`config.mk`:
```
export PLATFORM = sky130hd
export DESIGN_NAME = master_out_port
export DESIGN_NICKNAME = d
export VERILOG_FILES = /design/src/rtl/master_out_port.sv
export SDC_FILE = /design/constraint.sdc
export NUM_CORES = 1
export LEC_CHECK = 0
export CAP_MARGIN = 15
export CORE_MARGIN = 3
export CORE_UTILIZATION = 30
export CTS_CLUSTER_DIAMETER = 30
export DETAILED_ROUTE_END_ITERATION = 8
export SYNTH_ARGS = -nofsm -noshare
export SYNTH_HDL_FRONTEND = slang
export SYNTH_SLANG_ARGS = --single-unit
```
`constraint.sdc`:
```
create_clock -name clk -period 2.4 [get_ports clk]
set_clock_uncertainty 0.1 [all_clocks]
set_input_delay 0.36 -clock clk [delete_from_list [all_inputs] [get_ports clk]]
set_output_delay 0.36 -clock clk [all_outputs]
set_load 0.01 [all_outputs]
```
`src/rtl/master_out_port.sv`:
```
// Master transmit stage: captures one request, waits for slave ready,
// then serializes address and data LSB-first with a launch strobe.
module master_out_port #(
    parameter int ADDR_WIDTH = 12,
    parameter int DATA_WIDTH = 8,
    parameter int TIMEOUT    = 64
) (
    input  logic                  clk,
    input  logic                  reset,
    input  logic                  start,
    input  logic                  mode,
    input  logic [ADDR_WIDTH-1:0] addr_in,
    input  logic [DATA_WIDTH-1:0] data_in,
    input  logic                  slave_ready,
    output logic                  master_valid,
    output logic                  tx_address,
    output logic                  tx_data,
    output logic                  read_en,
    output logic                  write_en,
    output logic                  busy,
    output logic                  tx_done,
    output logic                  timeout
);

    localparam int CW = $clog2(ADDR_WIDTH + 1);
    localparam int WW = $clog2(TIMEOUT + 1);

    typedef enum logic [1:0] {
        IDLE,
        WAIT_READY,
        SEND
    } state_t;

    state_t                state;
    state_t                state_nx;
    logic [ADDR_WIDTH-1:0] addr_sh;
    logic [DATA_WIDTH-1:0] data_sh;
    logic                  mode_q;
    logic [CW-1:0]         bit_cnt;
    logic [WW-1:0]         wait_cnt;
    logic                  wait_expired;
    logic                  last_bit;

    assign wait_expired = (wait_cnt == WW'(TIMEOUT - 1));
    assign last_bit     = (bit_cnt == CW'(ADDR_WIDTH - 1));

    always_ff @(posedge clk or posedge reset) begin
        if (reset) begin
            state <= IDLE;
        end else begin
            state <= state_nx;
        end
    end

    // Ready wins over an expiring wait in the same cycle.
    always_comb begin
        state_nx = state;
        case (state)
            IDLE: begin
                if (start) state_nx = WAIT_READY;
            end
            WAIT_READY: begin
                if (slave_ready)       state_nx = SEND;
                else if (wait_expired) state_nx = IDLE;
            end
            SEND: begin
                if (last_bit) state_nx = IDLE;
            end
            default: state_nx = IDLE;
        endcase
    end

    always_ff @(posedge clk or posedge reset) begin
        if (reset) begin
            addr_sh  <= '0;
            data_sh  <= '0;
            mode_q   <= 1'b0;
            bit_cnt  <= '0;
            wait_cnt <= '0;
            tx_done  <= 1'b0;
            timeout  <= 1'b0;
        end else begin
            tx_done <= 1'b0;
            timeout <= 1'b0;
            case (state)
                IDLE: begin
                    wait_cnt <= '0;
                    bit_cnt  <= '0;
                    if (start) begin
                        mode_q  <= mode;
                        addr_sh <= addr_in;
                        data_sh <= data_in;
                    end
                end
                WAIT_READY: begin
                    if (slave_ready) begin
                        bit_cnt <= '0;
                    end else if (wait_expired) begin
                        timeout  <= 1'b1;
                        wait_cnt <= '0;
                    end else begin
                        wait_cnt <= wait_cnt + 1'b1;
                    end
                end
                SEND: begin
                    addr_sh <= addr_sh >> 1;
                    data_sh <= data_sh >> 1;
                    if (last_bit) begin
                        tx_done <= 1'b1;
                        bit_cnt <= '0;
                    end else begin
                        bit_cnt <= bit_cnt + 1'b1;
                    end
                end
                default: ;
            endcase
        end
    end

    // Outputs decode from state so reset clears them without a clock.
    always_comb begin
        master_valid = (state == SEND);
        busy         = (state != IDLE);
        tx_address   = master_valid & addr_sh[0];
        tx_data      = master_valid & mode_q & data_sh[0]
                     & (bit_cnt < CW'(DATA_WIDTH));
        read_en      = master_valid & ~mode_q & (bit_cnt == '0);
        write_en     = master_valid & mode_q & (bit_cnt == '0);
    end

endmodule

```
After elaboration in Yosys (flattened, before gate mapping)
Index checks and enable logic that the tools add are counted.
W data, S select, Z words.
{ "classes": {"n_shift": 0, "eq_ne": 9, "n_div": 0, "addsub": 2, "reduce_logical": 11, "n_mux": 20, "magnitude_cmp": 1, "bitwise": 8, "n_mul": 0} }
{ "ops": {"columns": ["cell", "count"], "rows": [
  ["$pmux W12 S2", 1],
  ["$pmux W8 S2", 1],
  ["$mux W7", 2],
  ["$pmux W7 S2", 1],
  ["$mux W12", 1],
  ["$pmux W4 S3", 1],
  ["$mux W2", 4],
  ["$mux W4", 2],
  ["$mux W8", 1],
  ["$reduce_and A2 Y1", 4],
  ["$add A7 B1 Y7 const B", 1],
  ["$and A1 B1 Y1", 7],
  ["$eq A7 B6 Y1 const B", 1],
  ["$ne A2 B2 Y1 const B", 3],
  ["$pmux W2 S3", 1],
  ["$reduce_bool A2 Y1", 3],
  ["$mux W1", 5],
  ["$add A4 B1 Y4 const B", 1],
  ["$eq A4 B4 Y1 const B", 1],
  ["$logic_not A4 Y1", 1],
  ["$lt A4 B4 Y1 const B", 1],
  ["$ne A3 B3 Y1 const B", 1],
  ["$reduce_and A3 Y1", 1],
  ["$reduce_bool A3 Y1", 1],
  ["other kinds (5)", 5]
]} }
{ "word_totals": {"register_bits": 36, "output_inout_bits": 8, "ram_bits": 0, "input_bits": 25, "n_memories": 0, "latchBits": 0, "word_cells": 59, "romBits": 0} }

Depth between registers and ports, before layout
Gate-level depths: netlist (run 1).
{ "logic_depth": {"ltp_word": 4, "mapped_depth": 4, "depth_no_buf": 4} }

Worst setup path after synthesis (run 1)
No wires, ideal clock.
{ "synth_timing": {"path_kind": "reg2out", "start": "register state[0]", "end": "output port tx_data", "slack_ns": 0.831, "arrival_ns": 1.109, "path_buffers": 0, "stages_incl_launch_ff": 5, "required_time_ns": 1.940, "path_cell_list": "dfrtp_1 -> nand2b_1 -> inv_2 -> nand2_1 -> nor3b_1"} }
{ "synth_between": {"elab_chain_len": 4} }
{ "synth_rtl": {"columns": ["element", "line", "text"], "rows": [
  ["start, declared", "34", "state_t state;"],
  ["start signal, assigned", "51", "state <= state_nx;"],
  ["$eq A2 B2 Y1", "122", "master_valid = (state == SEND);"],
  ["net master_valid", "15", "output logic master_valid,"],
  ["$and A1 B1 Y1 (2 in series)", "125", "tx_data = master_valid & mode_q & data_sh[0]"],
  ["$and A1 B1 Y1", "126", "& (bit_cnt < CW'(DATA_WIDTH));"],
  ["end, declared", "17", "output logic tx_data,"]
]} }
The timed path passes the listed nets, and every way through them passes these cells.

Worst setup path in the final report (run 1)
{ "layout_timing": {"start": "register state[0]", "end": "output port tx_data"} }
{ "layout_between": {"elab_chain_len": 4} }
{ "layout_rtl": {"columns": ["element", "line"], "rows": [
  ["$eq A2 B2 Y1", "122"],
  ["$and A1 B1 Y1 (2 in series)", "125"],
  ["$and A1 B1 Y1", "126"]
]} }
No other way between the ends.

==> impl_metrics.ini, run 1 <==
[outcome]
status = finished, final reports clean

[pwr]
power_density_nw_per_um2 = 1021
p_leak_nw = 1.080
switchingPower_mw = 0.8462
intPower_mw = 1.551
seqPwrFrac_pct = 40.3
clock_power_share_pct = 22.1
switching_share_pct = 35.30
power_frac_comb_pct = 37.6
peakVddDrop_v = 0.0004418

[setup_path]
reg2reg_depth = 4
r2r_start = state[1]
reg2reg_to = wait_cnt[5]
cp_max_fo = 8
worst_ep_required_time_ns = 1.94
critPathArrivalTime_ns = 1.80
startpoint_type = flop
cp-end-kind = primary output
path_class = flop to primary output
rrSetupSlack_ns = 0.81

[synthesis]
ys_top_cells_by_count = dfrtp_1, nand2_1, o21ai_0
synth_seq_cells = 36
synth_area_per_cell_sq_um = 9.679
synth_cell_types = 38
async_flop_share_pct = 100.0
synth.largest_area_cell = dfrtp_1
synth_nets = 217
synth_area_sq_um = 1829
synthesis.instances = 189
ys.warnings.count = 0
yosysMostFrequentCell = dfrtp_1
synth-seq-area-share_pct = 49.25
synthFlopType = dfrtp_1
synth-edff-count = 0
synth_top_area_share_pct = 49.25
synth.area.top_cells = dfrtp_1, mux2i_1, o21ai_0, nand2_1, o21ai_1

[grt]
use_met3_pct = 4.245
grt_pass1_wl_mm = 6.630
gr-usage-met2_pct = 16.71
grt_busiest_layer = met2
antenna_found_initial = 0
grt_pass1_vias = 1423
grt_max_degree = 37
met1_usage_pct = 16.32
grt-ovfl-total = 0
track_usage_pct = 11.53

[floorplan]
num_rows = 27
die-area_sq_um = 7070
initial_utilization_pct = 32.04
fp.dieW_microns = 84.09
ios = 33
die_y_microns = 84.09
core_area_sq_um = 5709

[clocking]
post_cts_resized = 0
cts_tree = done
postCtsSetupBuffers = 0
path_clk_slew_ns = 0.08
h-tree-depth = 2
cts-root-buf = clkbuf_8
clkSinkCount = 36
insertion_delay_ns = 0.29
cts_buffer_depth = 2
cts-buffers-inserted = 5
cts-hold-fix-buffers = 0

[route]
detail_route.wl_per_cell_microns = 12.73
drc_errors = 0
drtAntennaViolNets = 0
first_pass_iters = 5
vias = 1433
drt_iter0_markers = 59
drt_wl_total_mm = 3.805
viasPerCell = 4.793

[placed_design]
place_ws_ns = 0.4560
place_hpwl_mm = 2.651
place.gp.congestion = 0.7416
portBuffers = 32

[sta]
fin_setup_tns_ns = 0
hold_ws_ns = 0.3720
grt_setup_unrepaired = false
setup_violations = 0
hold_viol = 0
fin_crit_ns = 2.262
finalCritPeriodShare_pct = 94.26
worst_pin_slew_ns = 0.4545
max_slew_margin_pct = 69.70
clock.fmax_ghz = 0.4420
slew_viol_final = 0
timing.final.ws_setup_ns = 0.1376

[layout]
nets = 254
area_growth_pct = 28.39
drive_gt1_share_pct = 7.930
fillCellCount = 590
diodes = 0

[job]
drv_cap = 0

[hold_path]
hp-class = input port to asynchronous set/reset pin
-- per-layer routing --
metal | up-vias | routed length [microns]
met5 | - | 0
met4 | 0 | 14
met3 | 2 | 225
met2 | 36 | 1673
met1 | 661 | 1891
li1 | 734 | -
-- power groups by stage --
stage	Combinational, mW	Clock, mW	Sequential (mW)
3_5_place_dp	0.918	0	0.978
5_1_grt	1.04	0.567	1.00
3_3_place_gp	0.898	0	0.973
2_1_floorplan	0.652	0	0.943
4_1_cts	0.917	0.541	0.969
6_report	0.902	0.530	0.966
-- sequential cells by signal, indices dropped and copies added, names as in the netlist --
register and flops:
addr_sh 12, state 2, tx_done 1, wait_cnt 7, timeout 1, mode_q 1, data_sh 8, bit_cnt 4
-- layout make-up --
class / count / area (sq um) / share of cell area, %
clock buffer: 6 / 72.57 / 3.090
clock inverter: 2 / 35.03 / 1.492
inverter: 6 / 22.52 / 0.9590
multi-input combinational: 138 / 854.6 / 36.39
sequential: 36 / 900.9 / 38.36
tap: 72 / 90.09 / 3.836
timing repair buffer: 39 / 372.9 / 15.88
-- how the worst max path moves through the flow --
| stage | startpoint | end | cells after the start |
|---|---|---|---|
| 2_1_floorplan | state[0] | tx_data | 4 |
| 3_3_place_gp | state[0] | tx_data | 5 |
| 3_5_place_dp | state[0] | tx_data | 5 |
| 4_1_cts | state[0] | tx_data | 5 |
| 5_1_grt | state[0] | tx_data | 5 |
| 6_report | state[0] | tx_data | 5 |
-- cell families (layout without fill, tap and decap cells) --
logic type,count (synthesis),in the layout,share of synthesized area (%)
multiplexers,21,21,11.56
flip-flops,36,36,49.25
AO/OA/AOI/OAI,47,47,15.46
adder cells (fa/ha/maj),3,3,2.052
buffers and inverters,15,53,4.035
AND/OR/NAND/NOR,67,67,17.65
-- critical path: stages, from the launching register on --
cell and delay [ns]:
dfrtp_1 0.38, nand2b_1 0.18, inv_2 0.13, nand2_1 0.08, nor3b_1 0.18, clkdlybuf4s50_1 0.56
-- placed cells by master (no fill, tap or decap), drive strengths merged, types with 6 or more instances in the layout --
cell type and instances:
dfrtp 36, clkdlybuf4s50 32, o21ai 31, nand2 29, mux2i 20, nor2 9, nand3 7, buf 7
nor2b 6, inv 6, clkbuf 6
-- per-stage QoR --
stage	area [sq um]	utilization [%]	power, mW	std cells
after floorplan	1829	-	1.594	189
after global placement	2241	39.25	1.871	291
after detailed placement	2241	39.25	1.896	291
after CTS	2349	41.14	2.427	299
after global routing	2349	41.14	2.608	299
final	2349	41.14	2.397	299
(Power assumes the default switching activity.)
==> run 2, diff against run 1 <==
- CORE_UTILIZATION: 30 -> 56
- PLACE_DENSITY: default -> 0.84
==> run 2 against run 1 <==
- cell count is 10% lower
- critical path depth is 1 lower
- non-clock buffer count is 1 lower
- sequential power hardly changed
- first-iteration DRC count is 24% higher
- global-route usage is 8.2 points higher
- design area is 3.5% lower
- highest routed layer unchanged
==> impl_metrics.ini, run 2 (synthesis results as in run 1) <==
[outcome]
status = finished, final reports clean

[clocking]
cts-hold-fix-buffers = 0
insertion_delay_ns = 0.34
cts_tree = done
cts-buffers-inserted = 5
path_clk_slew_ns = 0.10
h-tree-depth = 2
clkSinkCount = 36
cts-root-buf = clkbuf_4
cts_buffer_depth = 2
post_cts_resized = 0
postCtsSetupBuffers = 0

[layout]
largest_register_ffs = 12
diodes = 0
final_cell_mix = dfrtp_1, clkdlybuf4s50_1, nand2_1, o21ai_0, mux2i_1
largest_register = addr_sh
finish.instance_area_sq_um = 2266
nets = 253
stdcell_count = 269
seqCellArea_sq_um = 900.9
multi_input_area_sq_um = 854.6
fillCellCount = 236
largestRegisters = addr_sh (12), data_sh (8), wait_cnt (7)
area_growth_pct = 23.87
final_common_cell = dfrtp_1
drive_gt1_share_pct = 7.556

[placed_design]
place_hpwl_mm = 2.600
portBuffers = 32
place_inst = 262
place.gp.congestion = 0.7980
place_area_sq_um = 2198

[setup_path]
cp_max_fo = 8
cp-end-kind = primary output
critPathArrivalTime_ns = 1.82
path_class = flop to primary output
worst_ep_required_time_ns = 1.94
startpoint_type = flop

[route]
first_pass_iters = 4
viasPerCell = 5.428
vias = 1460
detail_route.wl_per_cell_microns = 13.51
drc_errors = 0
drt_iter0_markers = 73
drtAntennaViolNets = 0
drt_wl_total_mm = 3.634

[floorplan]
core_area_sq_um = 3078
fp.dieW_microns = 63.16
ios = 33
die_y_microns = 63.16
initial_utilization_pct = 59.43
die-area_sq_um = 3989
num_rows = 20

[sta]
fin_crit_ns = 2.277
worst_pin_slew_ns = 0.4453
max_slew_margin_pct = 70.31
grt_setup_unrepaired = false
hold_viol = 0
fin_setup_tns_ns = 0
setup_violations = 0
clock.fmax_ghz = 0.4392
slew_viol_final = 0
finalCritPeriodShare_pct = 94.87

[hold_path]
hp-class = input port to asynchronous set/reset pin

[grt]
antenna_found_initial = 0
track_usage_pct = 19.76
grt_pass1_vias = 1431
grt_max_degree = 37
grt-ovfl-total = 0
grt_pass1_wl_mm = 6.244

[job]
drv_cap = 0

[pwr]
p_leak_nw = 1.076
power_density_nw_per_um2 = 977.4
peakVddDrop_v = 0.0005343
==> run 2: power breakdown <==
part           total [mW]  internal [mW]  leakage, nW  switching [mW]
Clock               0.354          0.166       0.0374           0.188
Combinational       0.894          0.417        0.574           0.477
Sequential          0.967          0.824        0.464           0.143
==> run 2: worst paths after layout <==
kind / cells past startpoint / startpoint / to / slack, ns
max: 4 / state[0] / read_en / 0.12
min: 3 / reset / wait_cnt[4] / 0.32
max reg2reg: 4 / state[1] / wait_cnt[5] / 0.77
min reg2reg: 2 / data_sh[2] / data_sh[2] / 0.39
max in group asynchronous: 3 / reset / data_sh[3] / 1.56
min in group clk: 2 / data_sh[2] / data_sh[2] / 0.39
==> run 2: worst max-delay path: stages, from the launching register on <==
cell             delay, ns
dfrtp_1               0.38
nand2b_1              0.18
buf_4                 0.19
nor3_1                0.17
clkdlybuf4s50_1       0.56
==> run 2: layout make-up <==
cell class / instances / area share (%)
sequential: 36 / 39.76
clock buffer: 7 / 2.871
multi-input combinational: 138 / 37.71
inverter: 6 / 0.9939
tap: 44 / 2.430
timing repair buffer: 38 / 16.23
==> run 2: through the flow <==
stage	hold WS, ns	util (%)	total power, mW	setup slack, ns
finish	0.3209	73.62	2.215	0.1232
global route	0.3607	73.62	2.399	0.05076
CTS	0.3302	73.54	2.237	0.06563
detailed placement	0.3726	71.42	1.876	0.4470
global placement	0.3611	71.42	1.828	0.4938
floorplan	0.3418	-	1.594	0.8305
==> run 2: layer usage <==
| layer | vias up | track usage, % | share of wire [%] |
|---|---|---|---|
| met2 | 42 | 33.33 | 49 |
| li1 | 729 | - | - |
| met5 | - | 0 | 0 |
| met3 | 5 | 4.456 | 4.7 |
| met1 | 684 | 24.13 | 45 |
| met4 | 0 | 8.540 | 1.5 |
==> run 3, diff against run 2 <==
- CORE_UTILIZATION: 56 -> 67
- CTS_BUF_LIST: default -> sky130_fd_sc_hd__clkbuf_8 sky130_fd_sc_hd__clkbuf_16
- DONT_BUFFER_PORTS: default -> 1
- GPL_TIMING_DRIVEN: default -> 1
- PLACE_DENSITY: 0.84 -> 0.83
==> run 3 against run 2 <==
- design area shrank 13%
- via count shrank 3.8%
- largest power group unchanged
- sequential share of layout area grew 5.9 points
- fmax grew 5.4%
- largest cell class unchanged
- worst hold slack lost 0.19 ns
- first-iteration DRC count shrank 23%
- cell count shrank 16%
==> impl_metrics.ini, run 3 (synthesis results as in run 1) <==
[outcome]
status = finished, final reports clean

[floorplan]
ios = 33
die-area_sq_um = 3393
num_rows = 18
die_y_microns = 58.25
initial_utilization_pct = 71.88
fp.dieW_microns = 58.25
core_area_sq_um = 2545

[setup_path]
cp-end-kind = primary output
reg2reg_depth = 4
endpoint = tx_data
reg2reg_to = addr_sh[7]
rrSetupSlack_ns = 0.64
worst_ep_required_time_ns = 1.94
path_class = flop to primary output
cp_max_fo = 17
critPathArrivalTime_ns = 1.70
startpoint_type = flop
r2r_start = state[0]
critical_path.startpoint = state[0]

[clocking]
h-tree-depth = 2
cts-buffers-inserted = 5
cts_buffer_depth = 2
clkSinkCount = 36
insertion_delay_ns = 0.29
cts_tree = done
cts-root-buf = clkbuf_8
path_clk_slew_ns = 0.07

[placed_design]
place_hpwl_mm = 2.416
place_inst = 215
portBuffers = 0
place.gp.congestion = 0.8696

[pwr]
power_density_nw_per_um2 = 1129
p_leak_nw = 0.9549
peakVddDrop_v = 0.0009127
finalPower_mw = 2.226

[sta]
fin_setup_tns_ns = 0
clock.fmax_ghz = 0.4630
grt_setup_unrepaired = false
setup_violations = 0
finalCritPeriodShare_pct = 89.99
worst_pin_slew_ns = 0.4600
fin_crit_ns = 2.160
slew_viol_final = 0
hold_viol = 0
max_slew_margin_pct = 69.33

[grt]
track_usage_pct = 24.21
grt_pass1_wl_mm = 6.106
antenna_found_initial = 0
grt-ovfl-total = 0
grt_pass1_vias = 1391
grt_max_degree = 37

[layout]
nets = 222
final_cell_mix = dfrtp_1, nand2_1, o21ai_0, mux2i_1, nor2_1
finish.utilization_pct = 77.48
area_growth_pct = 7.797
drive_gt1_share_pct = 8.718
largestRegisters = addr_sh (12), data_sh (8), wait_cnt (7)
largest_register_ffs = 12
final_common_cell = dfrtp_1
stdcell_count = 225
largest_register = addr_sh
diodes = 0

[route]
viasPerCell = 6.244
drt_iter0_markers = 56
drt_wl_total_mm = 3.605
first_pass_iters = 4
drc_errors = 0
drtAntennaViolNets = 0
detail_route.wl_per_cell_microns = 16.02
vias = 1405

[job]
drv_cap = 0

[hold_path]
hp-class = input port to flop
==> run 3: cell count changes in the layout (fill, tap and decap cells not counted) <==
cell and change:
dlygate4sd3_1 +1, clkdlybuf4s50_1 -31, clkinvlp_4 +1, buf_8 +1, dlymetal6s2s_1 -1, clkbuf_4 -5, inv_1 +1, buf_4 -1
clkbuf_8 +4
==> run 3: per-stage QoR <==
stage / hold slack (ns) / cell area (sq um) / setup slack, ns
floorplan: 0.3418 / 1829 / 0.8305
global placement: 0.2696 / 1853 / 0.6164
detailed placement: 0.2843 / 1853 / 0.5672
CTS: 0.1226 / 1957 / 0.2436
global route: 0.1254 / 1972 / 0.07917
finish: 0.1269 / 1972 / 0.2402
==> run 3: final cells by class <==
| cell class | instances | area (sq um) |
|---|---|---|
| Inverter | 6 | 22.52 |
| Timing Repair Buffer | 7 | 62.56 |
| Tap cell | 30 | 37.54 |
| Clock buffer | 6 | 82.58 |
| Multi-Input combinational cell | 138 | 854.6 |
| Fill cell | 184 | 573.1 |
| Clock inverter | 2 | 11.26 |
| Sequential cell | 36 | 900.9 |
==> run 3: worst min path at each step <==
stage	startpoint	end	slack (ns)	cells after the start
6_report	mode	mode_q	0.13	1
5_1_grt	mode	mode_q	0.13	1
4_1_cts	mode	mode_q	0.12	1
3_5_place_dp	reset	data_sh[3]	0.28	2
3_3_place_gp	reset	data_sh[4]	0.27	2
2_1_floorplan	addr_sh[0]	addr_sh[0]	0.34	2
==> run 3: report_power, final <==
part	internal, mW	total (mW)	switching, mW
Sequential	0.825	1.00	0.177
Combinational	0.333	0.781	0.448
Clock	0.229	0.442	0.214
Total	1.39	2.23	0.839
==> run 3: routing by layer <==
metal | up-vias | global-route usage (%) | routed length (microns)
li1 | 672 | - | -
met1 | 667 | 28.91 | 1494
met2 | 50 | 38.55 | 1737
met3 | 16 | 8.909 | 264
met4 | 0 | 11.92 | 109
met5 | - | 0 | 0
==> run 3: what timing repair did <==
item,in CTS,in global routing
buffers inserted,0,0
hold buffers,1,0
gates resized for setup,0,0
hold endpoints to repair,36,0
==> run 3: critical path, cell delays in order (launching register included) <==
cell and delay (ns):
dfrtp_1 0.55, nand2b_1 0.25, inv_2 0.16, nand2_1 0.10, nor3b_1 0.19, buf_4 0.15
